### src/rtl/reader_pkg.sv
// Shared types and default sizing for the bridge frame reader.
package reader_pkg;

  // Sequencer states
  typedef enum logic [1:0] {
    StIdle,
    StIssue,
    StWaitAck,
    StDrain
  } state_e;

  localparam int unsigned DefDataWidth = 128;
  localparam int unsigned DefAddrWidth = 26;
  localparam int unsigned DefLenWidth  = 16;
  localparam int unsigned DefFifoDepth = 16;

endpackage

### src/rtl/fwft_fifo.sv
// First-word-fall-through FIFO with occupancy count and synchronous flush.
module fwft_fifo #(
  parameter int unsigned WIDTH = 8,
  parameter int unsigned DEPTH = 16,
  localparam int unsigned PtrWidth = $clog2(DEPTH)
) (
  input  logic                clk,
  input  logic                reset,
  input  logic                flush,
  input  logic                push,
  input  logic [WIDTH-1:0]    push_data,
  input  logic                pop,
  output logic [WIDTH-1:0]    pop_data,
  output logic                empty,
  output logic [PtrWidth:0]   occupancy
);

  logic [WIDTH-1:0]    mem_q [DEPTH];
  logic [PtrWidth-1:0] wr_ptr_q, rd_ptr_q;
  logic [PtrWidth:0]   count_q;
  logic                full, do_push, do_pop;

  assign empty     = (count_q == '0);
  assign full      = (count_q == (PtrWidth + 1)'(DEPTH));
  assign occupancy = count_q;
  assign pop_data  = mem_q[rd_ptr_q];
  assign do_pop    = pop && !empty;
  // A pop in the same cycle frees the slot, so a push into a full FIFO is legal then.
  assign do_push   = push && (!full || do_pop);

  // Storage array; written only on an accepted push.
  always_ff @(posedge clk) begin
    if (do_push) begin
      mem_q[wr_ptr_q] <= push_data;
    end
  end

  // Pointers and occupancy.
  always_ff @(posedge clk or posedge reset) begin
    if (reset) begin
      wr_ptr_q <= '0;
      rd_ptr_q <= '0;
      count_q  <= '0;
    end else if (flush) begin
      wr_ptr_q <= '0;
      rd_ptr_q <= '0;
      count_q  <= '0;
    end else begin
      if (do_push) wr_ptr_q <= wr_ptr_q + PtrWidth'(1);
      if (do_pop)  rd_ptr_q <= rd_ptr_q + PtrWidth'(1);
      if (do_push && !do_pop)      count_q <= count_q + (PtrWidth + 1)'(1);
      else if (do_pop && !do_push) count_q <= count_q - (PtrWidth + 1)'(1);
    end
  end

endmodule

### src/rtl/bridge_frame_reader.sv
// Reads frame_count frames of word_count strided words over a single-outstanding
// bridge and streams them out through a FWFT buffer with frame tags.
module bridge_frame_reader
  import reader_pkg::*;
#(
  parameter int unsigned DATA_WIDTH = DefDataWidth,
  parameter int unsigned ADDR_WIDTH = DefAddrWidth,
  parameter int unsigned LEN_WIDTH  = DefLenWidth,
  parameter int unsigned FIFO_DEPTH = DefFifoDepth
) (
  input  logic                    clk,
  input  logic                    reset,
  input  logic                    start,
  input  logic                    abort,
  input  logic [ADDR_WIDTH-1:0]   base_addr,
  input  logic [LEN_WIDTH-1:0]    word_count,
  input  logic [ADDR_WIDTH-1:0]   word_stride,
  input  logic [LEN_WIDTH-1:0]    frame_count,
  input  logic [ADDR_WIDTH-1:0]   frame_stride,
  output logic [ADDR_WIDTH-1:0]   interface_address,
  output logic [DATA_WIDTH/8-1:0] interface_byte_enable,
  output logic                    interface_read,
  input  logic                    interface_acknowledge,
  input  logic [DATA_WIDTH-1:0]   interface_read_data,
  output logic [DATA_WIDTH-1:0]   out_data,
  output logic                    out_valid,
  input  logic                    out_ready,
  output logic                    out_last_word,
  output logic                    out_last_frame,
  output logic                    busy,
  output logic                    done,
  output logic                    aborted
);

  localparam int unsigned OccWidth = $clog2(FIFO_DEPTH) + 1;
  localparam int unsigned BeWidth  = DATA_WIDTH / 8;

  state_e                state_q, state_d;
  logic [ADDR_WIDTH-1:0] addr_q, addr_d, frame_base_q, frame_base_d;
  logic [ADDR_WIDTH-1:0] ws_q, ws_d, fs_q, fs_d;
  logic [LEN_WIDTH-1:0]  wc_q, wc_d, fc_q, fc_d;
  logic [LEN_WIDTH-1:0]  word_idx_q, word_idx_d, frame_idx_q, frame_idx_d;
  logic                  read_q, read_d, abort_q, abort_d;
  logic                  done_q, done_d, aborted_q, aborted_d;

  logic                  fifo_push, fifo_pop, fifo_flush, fifo_empty;
  logic [DATA_WIDTH+1:0] fifo_wdata, fifo_rdata;
  logic [OccWidth-1:0]   fifo_occ;
  logic                  last_word, last_frame;

  assign last_word  = (word_idx_q == wc_q - LEN_WIDTH'(1));
  assign last_frame = (frame_idx_q == fc_q - LEN_WIDTH'(1));
  assign fifo_wdata = {last_word, last_frame, interface_read_data};
  assign fifo_pop   = out_valid && out_ready;

  fwft_fifo #(
    .WIDTH (DATA_WIDTH + 2),
    .DEPTH (FIFO_DEPTH)
  ) u_fifo (
    .clk       (clk),
    .reset     (reset),
    .flush     (fifo_flush),
    .push      (fifo_push),
    .push_data (fifo_wdata),
    .pop       (fifo_pop),
    .pop_data  (fifo_rdata),
    .empty     (fifo_empty),
    .occupancy (fifo_occ)
  );

  // Stream and bridge outputs; tags gated so they read zero while the buffer is empty.
  always_comb begin
    out_valid             = !fifo_empty;
    out_data              = fifo_rdata[DATA_WIDTH-1:0];
    out_last_word         = out_valid && fifo_rdata[DATA_WIDTH+1];
    out_last_frame        = out_valid && fifo_rdata[DATA_WIDTH];
    interface_read        = read_q;
    interface_address     = addr_q;
    interface_byte_enable = {BeWidth{read_q}};
    busy                  = (state_q != StIdle);
    done                  = done_q;
    aborted               = aborted_q;
  end

  // Sequencer next-state: walks words within a frame, then frames, one read at a time.
  always_comb begin
    state_d      = state_q;
    addr_d       = addr_q;
    frame_base_d = frame_base_q;
    ws_d         = ws_q;
    fs_d         = fs_q;
    wc_d         = wc_q;
    fc_d         = fc_q;
    word_idx_d   = word_idx_q;
    frame_idx_d  = frame_idx_q;
    read_d       = read_q;
    abort_d      = abort_q;
    done_d       = 1'b0;
    aborted_d    = 1'b0;
    fifo_push    = 1'b0;
    fifo_flush   = 1'b0;

    unique case (state_q)
      StIdle: begin
        if (start && !abort) begin
          addr_d       = base_addr;
          frame_base_d = base_addr;
          ws_d         = word_stride;
          fs_d         = frame_stride;
          wc_d         = word_count;
          fc_d         = frame_count;
          word_idx_d   = '0;
          frame_idx_d  = '0;
          abort_d      = 1'b0;
          // An empty command just drains an already-empty buffer and completes.
          state_d = (word_count == '0 || frame_count == '0) ? StDrain : StIssue;
        end
      end
      StIssue: begin
        if (abort) begin
          fifo_flush = 1'b1;
          aborted_d  = 1'b1;
          state_d    = StIdle;
        end else if (fifo_occ < OccWidth'(FIFO_DEPTH)) begin
          read_d  = 1'b1;
          state_d = StWaitAck;
        end
      end
      StWaitAck: begin
        if (abort) abort_d = 1'b1;
        if (interface_acknowledge) begin
          read_d = 1'b0;
          if (abort_q || abort) begin
            // Outstanding read completed; its data is dropped with the buffer.
            fifo_flush = 1'b1;
            aborted_d  = 1'b1;
            abort_d    = 1'b0;
            state_d    = StIdle;
          end else begin
            fifo_push = 1'b1;
            if (!last_word) begin
              addr_d     = addr_q + ws_q;
              word_idx_d = word_idx_q + LEN_WIDTH'(1);
              state_d    = StIssue;
            end else if (!last_frame) begin
              frame_base_d = frame_base_q + fs_q;
              addr_d       = frame_base_q + fs_q;
              word_idx_d   = '0;
              frame_idx_d  = frame_idx_q + LEN_WIDTH'(1);
              state_d      = StIssue;
            end else begin
              state_d = StDrain;
            end
          end
        end
      end
      StDrain: begin
        if (abort) begin
          fifo_flush = 1'b1;
          aborted_d  = 1'b1;
          state_d    = StIdle;
        end else if (fifo_empty) begin
          done_d  = 1'b1;
          state_d = StIdle;
        end
      end
      default: state_d = StIdle;
    endcase
  end

  // Sequencer state register.
  always_ff @(posedge clk or posedge reset) begin
    if (reset) begin
      state_q      <= StIdle;
      addr_q       <= '0;
      frame_base_q <= '0;
      ws_q         <= '0;
      fs_q         <= '0;
      wc_q         <= '0;
      fc_q         <= '0;
      word_idx_q   <= '0;
      frame_idx_q  <= '0;
      read_q       <= 1'b0;
      abort_q      <= 1'b0;
      done_q       <= 1'b0;
      aborted_q    <= 1'b0;
    end else begin
      state_q      <= state_d;
      addr_q       <= addr_d;
      frame_base_q <= frame_base_d;
      ws_q         <= ws_d;
      fs_q         <= fs_d;
      wc_q         <= wc_d;
      fc_q         <= fc_d;
      word_idx_q   <= word_idx_d;
      frame_idx_q  <= frame_idx_d;
      read_q       <= read_d;
      abort_q      <= abort_d;
      done_q       <= done_d;
      aborted_q    <= aborted_d;
    end
  end

endmodule

### config.mk
export PLATFORM = sky130hd
export DESIGN_NAME = bridge_frame_reader
export DESIGN_NICKNAME = d
export VERILOG_FILES = /design/src/rtl/reader_pkg.sv /design/src/rtl/fwft_fifo.sv /design/src/rtl/bridge_frame_reader.sv
export SDC_FILE = /design/constraint.sdc
export NUM_CORES = 2
export LEC_CHECK = 0
export CAP_MARGIN = 20
export CORE_MARGIN = 3
export CORE_UTILIZATION = 30
export DETAILED_ROUTE_END_ITERATION = 7
export HOLD_SLACK_MARGIN = 0.08
export PLACE_DENSITY_LB_ADDON = 0.25
export RECOVER_POWER = 50
export SLEW_MARGIN = 10
export SYNTH_ARGS = -nofsm -noshare
export SYNTH_HDL_FRONTEND = slang
export SYNTH_SLANG_ARGS = --single-unit
### constraint.sdc
create_clock -name clk -period 27.3 [get_ports clk]
set_clock_uncertainty 0.2 [all_clocks]
set_input_delay 5.46 -clock clk [delete_from_list [all_inputs] [get_ports clk]]
set_output_delay 5.46 -clock clk [all_outputs]
set_load 0.01 [all_outputs]
Word level (Yosys, flattened, before mapping)
Memory sizes are Yosys's and may differ from the RTL's.
Cells that the tools add are included.
{ "word_totals": {"inputBits": 244, "mem_count": 1, "romBits": 0, "wordCells": 137, "latch_bits": 0, "mem_bits_rw": 2080, "reg_bits": 187} }
{ "classes": {"magnitude_cmp": 1, "addsub": 10, "mul": 0, "bitwise_logic": 0, "div_mod_pow": 0, "mux": 60, "shift": 0, "reduce_logical": 33, "eq_ne": 16} }
{ "memory_table": {"columns": ["name", "words", "word_bits", "read_ports", "rd_ports_with_merged_regs", "write_ports", "line_no", "rtl"], "rows": [
  ["u_fifo.mem_q", 16, 130, 1, 0, 1, "fwft_fifo.sv:18", "logic [WIDTH-1:0] mem_q [DEPTH];"]
]} }
{ "ops": {"columns": ["op", "count"], "rows": [
  ["2-to-1 mux 26 bit", 8],
  ["2-to-1 mux 16 bit", 9],
  ["case mux 26 bit (2 select lines)", 2],
  ["case mux 16 bit (2 select lines)", 2],
  ["adder 26 bit", 2],
  ["adder 16 x 1 -> 16 bit, second input constant", 2],
  ["equality test 16 bit", 2],
  ["zero test 16 bit", 2],
  ["subtractor 16 x 1 -> 16 bit, second input constant", 2],
  ["2-to-1 mux 2 bit", 10],
  ["2-to-1 mux 1 bit", 18],
  ["2-to-1 mux 4 bit", 4],
  ["2-to-1 mux 5 bit", 3],
  ["!= test 2 bit, second input constant", 7],
  ["nonzero test 2 bit", 5],
  ["adder 4 x 1 -> 4 bit, second input constant", 2],
  ["logical AND 1 bit", 8],
  ["case mux 2 bit (4 select lines)", 1],
  ["AND reduction 4 bit", 2],
  ["!= test 3 bit, second input constant", 2],
  ["case mux 1 bit (2 select lines)", 3],
  ["AND reduction 6 bit", 1],
  ["adder 5 x 1 -> 5 bit, second input constant", 1],
  ["equality test 5 bit, second input constant", 1],
  ["other kinds (13)", 21]
]} }

Depth between registers and ports, before layout
{ "logic_depth": {"word_depth": 11, "depth_mapped": 13, "depth_no_buf": 13} }

Cells and area by module
From an unflattened synthesis, not the netlist that was laid out.
{ "hier_totals": {"hier_cells": 4552, "hier_area_um2": 90126.4} }
{ "modules_own_cells": {"columns": ["module", "cells_per_inst", "area_per_inst_um2", "n_inst"], "rows": [
  ["fwft_fifo", 3312, 78580.4, 1],
  ["bridge_frame_reader", 1240, 11546.1, 1]
]} }

Worst setup path after synthesis
OpenSTA, ideal clock, no wires.
{ "synth_timing": {"path_kind": "input port to flip-flop", "startpoint": "input port abort", "endpoint": "memory u_fifo.mem_q[0][0] in the netlist's numbering (enable)", "path_buffers": 1, "setup_time_ns": 0.942, "arrival_ns": 19.284, "t_required_ns": 26.158, "stages": 4, "setup_slack_ns": 6.874, "path_cell_list": "clkbuf_1 a2111oi_1 inv_1 nor4_1"} }
{ "synth_via": {"elab_chain_cells": 7} }
{ "synth_rtl": {"columns": ["element", "line_no", "rtl"], "rows": [
  ["start: declaration", "bridge_frame_reader.sv:14", "input logic abort,"],
  ["logical OR 1 bit", "bridge_frame_reader.sv:133", "if (abort_q || abort) begin"],
  ["2-to-1 mux 1 bit", "bridge_frame_reader.sv:133", null],
  ["2-to-1 mux 1 bit", "bridge_frame_reader.sv:131", "if (interface_acknowledge) begin"],
  ["2-to-1 mux 1 bit", "bridge_frame_reader.sv:103", "unique case (state_q)"],
  ["logical AND 1 bit", "fwft_fifo.sv:29", "assign do_push = push && (!full || do_pop);"],
  ["2-to-1 mux 1 bit", "fwft_fifo.sv:33", "if (do_push) begin"],
  ["2-to-1 mux 1 bit (not written as such)", "fwft_fifo.sv:34", "mem_q[wr_ptr_q] <= push_data;"],
  ["end: declaration", "fwft_fifo.sv:18", null]
]} }
No other way between the ends.

Final worst setup path
{ "layout_timing": {"startpoint": "register u_fifo.rd_ptr_q[1]", "endpoint": "output port out_data[89]"} }
{ "layout_via": {"elab_chain_cells": 1} }
{ "layout_rtl": {"columns": ["element", "line_no", "rtl"], "rows": [
  ["start: declaration", "fwft_fifo.sv:19", "logic [PtrWidth-1:0] wr_ptr_q, rd_ptr_q;"],
  ["start signal: assignment", "fwft_fifo.sv:50", "if (do_pop) rd_ptr_q <= rd_ptr_q + PtrWidth'(1);"],
  ["memory (16 x 130 bit)", null, null],
  ["end: declaration", "bridge_frame_reader.sv:25", "output logic [DATA_WIDTH-1:0] out_data,"]
]} }
No other way between the ends.

==> out/qor.txt <==
H-tree level count -> 4
Post-DP HPWL -> 127,000 um
Total grt overflow -> 0
CP bufs+invs -> 5
Met1 Wirelength -> 99,700 um
Total power -> 0.0104 W
Syn Area/Cell -> 21.5 um2
Register area share after synthesis -> 74.8%
Routed vias -> 44,100
Cell count after synthesis -> 4,178
Post-Place Cell Area -> 98,900 um2
R2R setup slack -> 21,440 ps
Cell mode on critical path -> buf_4
Root buffer cell -> clkbuf_16
DRC -> 0
Die width -> 553 um
Combinational family with the most area after synthesis -> multiplexers
Largest net degree at the start of global routing -> 129
Adder-cell share of the synthesized area -> 0.931%
Crit path to -> out_data[89]
Gr usage total -> 15.0%
Hold Vio Cnt, Final -> 0
FF-to-FF path depth -> 9
Worst path top cell family by delay -> buffers and inverters
Critical Path Start Type -> register
Vias in the first global route -> 46,400
Post-synth top cells -> 2,080 x edfxtp_1, 650 x mux4_2, 187 x dfrtp_1, 142 x clkbuf_1, 110 x nor2_1
WL/cell -> 26.2 um
CP max-delay cell -> dfrtp_4
Combinational Power Share -> 29.2%
Multi-input gate area -> 21,600 um2
Worst-Margin Slew -> 4660 ps
Final non-filler cell total -> 8,895
Worst path cell trace -> buf_4 > buf_4 > buf_4 > buf_4 > mux4_2 > mux4_2 > clkdlybuf4s50_1
Clock slew at reported path FFs -> 60 ps
Arr. time, crit path -> 6410 ps
Slew HR -> -212%
RD Place Congestion -> 0.774
Period utilization -> 44.2%
Failing checks -> capacitance limit, slew limit
Number of synthesized flops with an enable pin -> 2,080
Final wirelength -> 233,000 um
HP Class -> reg2reg
PD cells -> 97.0 nW/um2
Initial cell density of the core -> 30.2%
Period minus WS final -> 12,070 ps
Start of the worst register-to-register path -> state_q[1]
DR pass1 iterations -> 7
Post-CTS setup buffers -> 0
Fmax achieved -> 82.8 MHz
CP endpoint kind -> output port
Share of cells above drive strength 1 -> 24.6%
Setup CP Type -> reg2out
Clock Latency Late Sink -> 830 ps
Final setup viols -> 0
Fillers -> 27,400
CTS Hold Bufs -> 0
Io pins -> 421
Nets@finish -> 5,038
Synth area leaders -> edfxtp_1 70%, mux4_2 16%, dfrtp_1 5.2%
Leak -> 33.6 nW
TritonCTS buffer count -> 245
Total nets after synthesis -> 4,487
Count leader, synth -> edfxtp_1
Power share of the clock group -> 31.2%
RSZ-0062 raised after global routing -> false
Routed wl met3 -> 15,800 um
Warnings from Yosys -> 0
Highest Signal Layer -> met5
Worst path depth -> 7
Async SR Flop Fraction -> 8.25%
Gates resized, CTS repair -> 0
Synth top area share -> 69.6%
Status -> complete, but fails checks
CTS Sinks -> 2,267
Compound-Gate Fraction of Synth Area -> 2.14%
Sw Share -> 29.2%
Placed insts -> 8,420
Multiplexer share of the synthesized area -> 17.6%
Critical path startpoint -> u_fifo.rd_ptr_q[1]
Worst VDD drop -> 0.0754 mV
Initial antenna violation count -> 89
Core region area -> 297,000 um2
Chip Height -> 553 um
Detailed-route vias per instance -> 4.95
Required time of the critical path -> 21,640 ps
Xor/xnor share of the synthesized area -> 0.995%
Internal Pwr Total -> 0.00733 W
Max cap viols -> 7
Flip-flop and latch area -> 67,200 um2
Area leader, netlist -> edfxtp_1
Metal2 WL -> 112,000 um
Antenna viol nets, final -> 0
TNS Setup -> 0 ps
R2r endpoint -> u_fifo.mem_q[13][78]
Port Buffers -> 420
NetSw -> 0.00303 W
Synth-to-layout area growth -> 19.0%
Netlist cell types -> 75
CP Max Fanout -> 55
Pins Over Slew Limit -> 310
Reg power frac -> 39.6%
Design area -> 107,000 um2
First-pass GRT wire length -> 337,000 um
Top FF cell, synth -> edfxtp_1
Row Count -> 200
Max stage delay on crit path -> 880 ps
Synthesized area -> 89,700 um2
Flip-flop and latch count after synthesis -> 2,267
Simple-gate share of the synthesized area -> 2.32%
CTS tree -> yes
Die area -> 306,000 um2
Clk buf depth -> 4
Initial drt markers -> 3,727
## area by class of cell
class / count / share of cell area [%]
Antenna cell: 26 / 0.0609
Tap cell: 3939 / 4.62
Inverter: 45 / 0.159
Timing Repair Buffer: 516 / 4.68
Clock inverter: 153 / 1.43
Clock buffer: 295 / 5.96
Multi-Input combinational cell: 1654 / 20.2
Sequential cell: 2267 / 62.9
## layout by cell type (no fill, tap or decap), types with 12 or more instances in the layout
cell / Yosys / final
a211oi_1: 12 / 12
buf_4: 24 / 82
and3_1: 21 / 21
ha_1: 62 / 62
edfxtp_1: 2080 / 2080
nand2_1: 109 / 109
nor4_1: 19 / 17
inv_1: 44 / 43
nand4_1: 24 / 24
dlygate4sd3_1: 0 / 131
bufinv_16: 0 / 21
nand3_1: 34 / 34
o31ai_1: 15 / 15
diode_2: 0 / 26
clkdlybuf4s50_1: 0 / 289
nor2b_1: 13 / 13
clkinv_2: 0 / 42
nor3_1: 32 / 28
xnor2_1: 62 / 62
nor2_1: 110 / 105
clkbuf_16: 0 / 245
mux2_2: 94 / 94
clkinv_1: 1 / 62
clkbuf_1: 142 / 53
mux4_2: 650 / 650
a21oi_1: 76 / 76
a21o_1: 24 / 24
o21ai_0: 109 / 110
xor2_1: 40 / 40
dfrtp_1: 187 / 183
## registers in the layout (all words and copies together), names as in the netlist, 5 cells and up
signal             cells
u_fifo.mem_q        2080
frame_base_q          26
fs_q                  26
interface_address     26
ws_q                  26
fc_q                  16
frame_idx_q           16
wc_q                  16
word_idx_q            16
u_fifo.occupancy       5
## cell families after synthesis
family          count (synthesis)
flops                        2267
mux                           754
simple gates                  422
compound gates                311
buf+inv                       257
xor+xnor                      102
fa+ha+maj                      65
## worst reg2reg max path, stage by stage (launching register included)
cell       delay [ps]
dfrtp_1           510
inv_1             180
nor2_2            150
nand2_1           100
a2111oi_0         400
clkbuf_1          440
and3_1            290
and2_0           1440
buf_4             930
buf_4             860
## power by group through the flow
| stage | Sequential [W] | Combinational [W] | Clock, W |
|---|---|---|---|
| 2_1_floorplan | 0.00411 | 0.00205 | 0 |
| 3_3_place_gp | 0.00417 | 0.00308 | 0 |
| 3_5_place_dp | 0.00418 | 0.00309 | 0 |
| 4_1_cts | 0.00410 | 0.00310 | 0.00333 |
| 5_1_grt | 0.00412 | 0.00329 | 0.00348 |
| 6_report | 0.00410 | 0.00303 | 0.00324 |
## routing by layer
metal / vias up / GRT usage, %
met3: 396 / 3.61
met2: 1204 / 24.3
met4: 38 / 3.86
met5: - / 0
li1: 18600 / -
met1: 23800 / 20.3
## how the worst min path moves through the flow
stage / startpoint / to / slack, ps / cells past startpoint
after global placement: frame_base_q[0] / frame_base_q[0] / 270 / 1
after floorplan: frame_base_q[11] / frame_base_q[11] / 260 / 2
after detailed placement: frame_base_q[11] / frame_base_q[11] / 280 / 2
after CTS: frame_base_q[22] / frame_base_q[22] / 290 / 1
after global routing: frame_base_q[21] / frame_base_q[21] / 310 / 1
final: frame_base_q[0] / frame_base_q[0] / 290 / 1
## metrics by stage
step	utilization, %	hold WS, ps	setup WS, ps
after global routing	35.9	307	14910
after CTS	35.9	293	15020
after detailed placement	33.3	279	15980
final	35.9	290	15230
after global placement	33.2	268	15980
after floorplan	-	255	6870
Note: power is estimated with default switching activity, not from simulation.
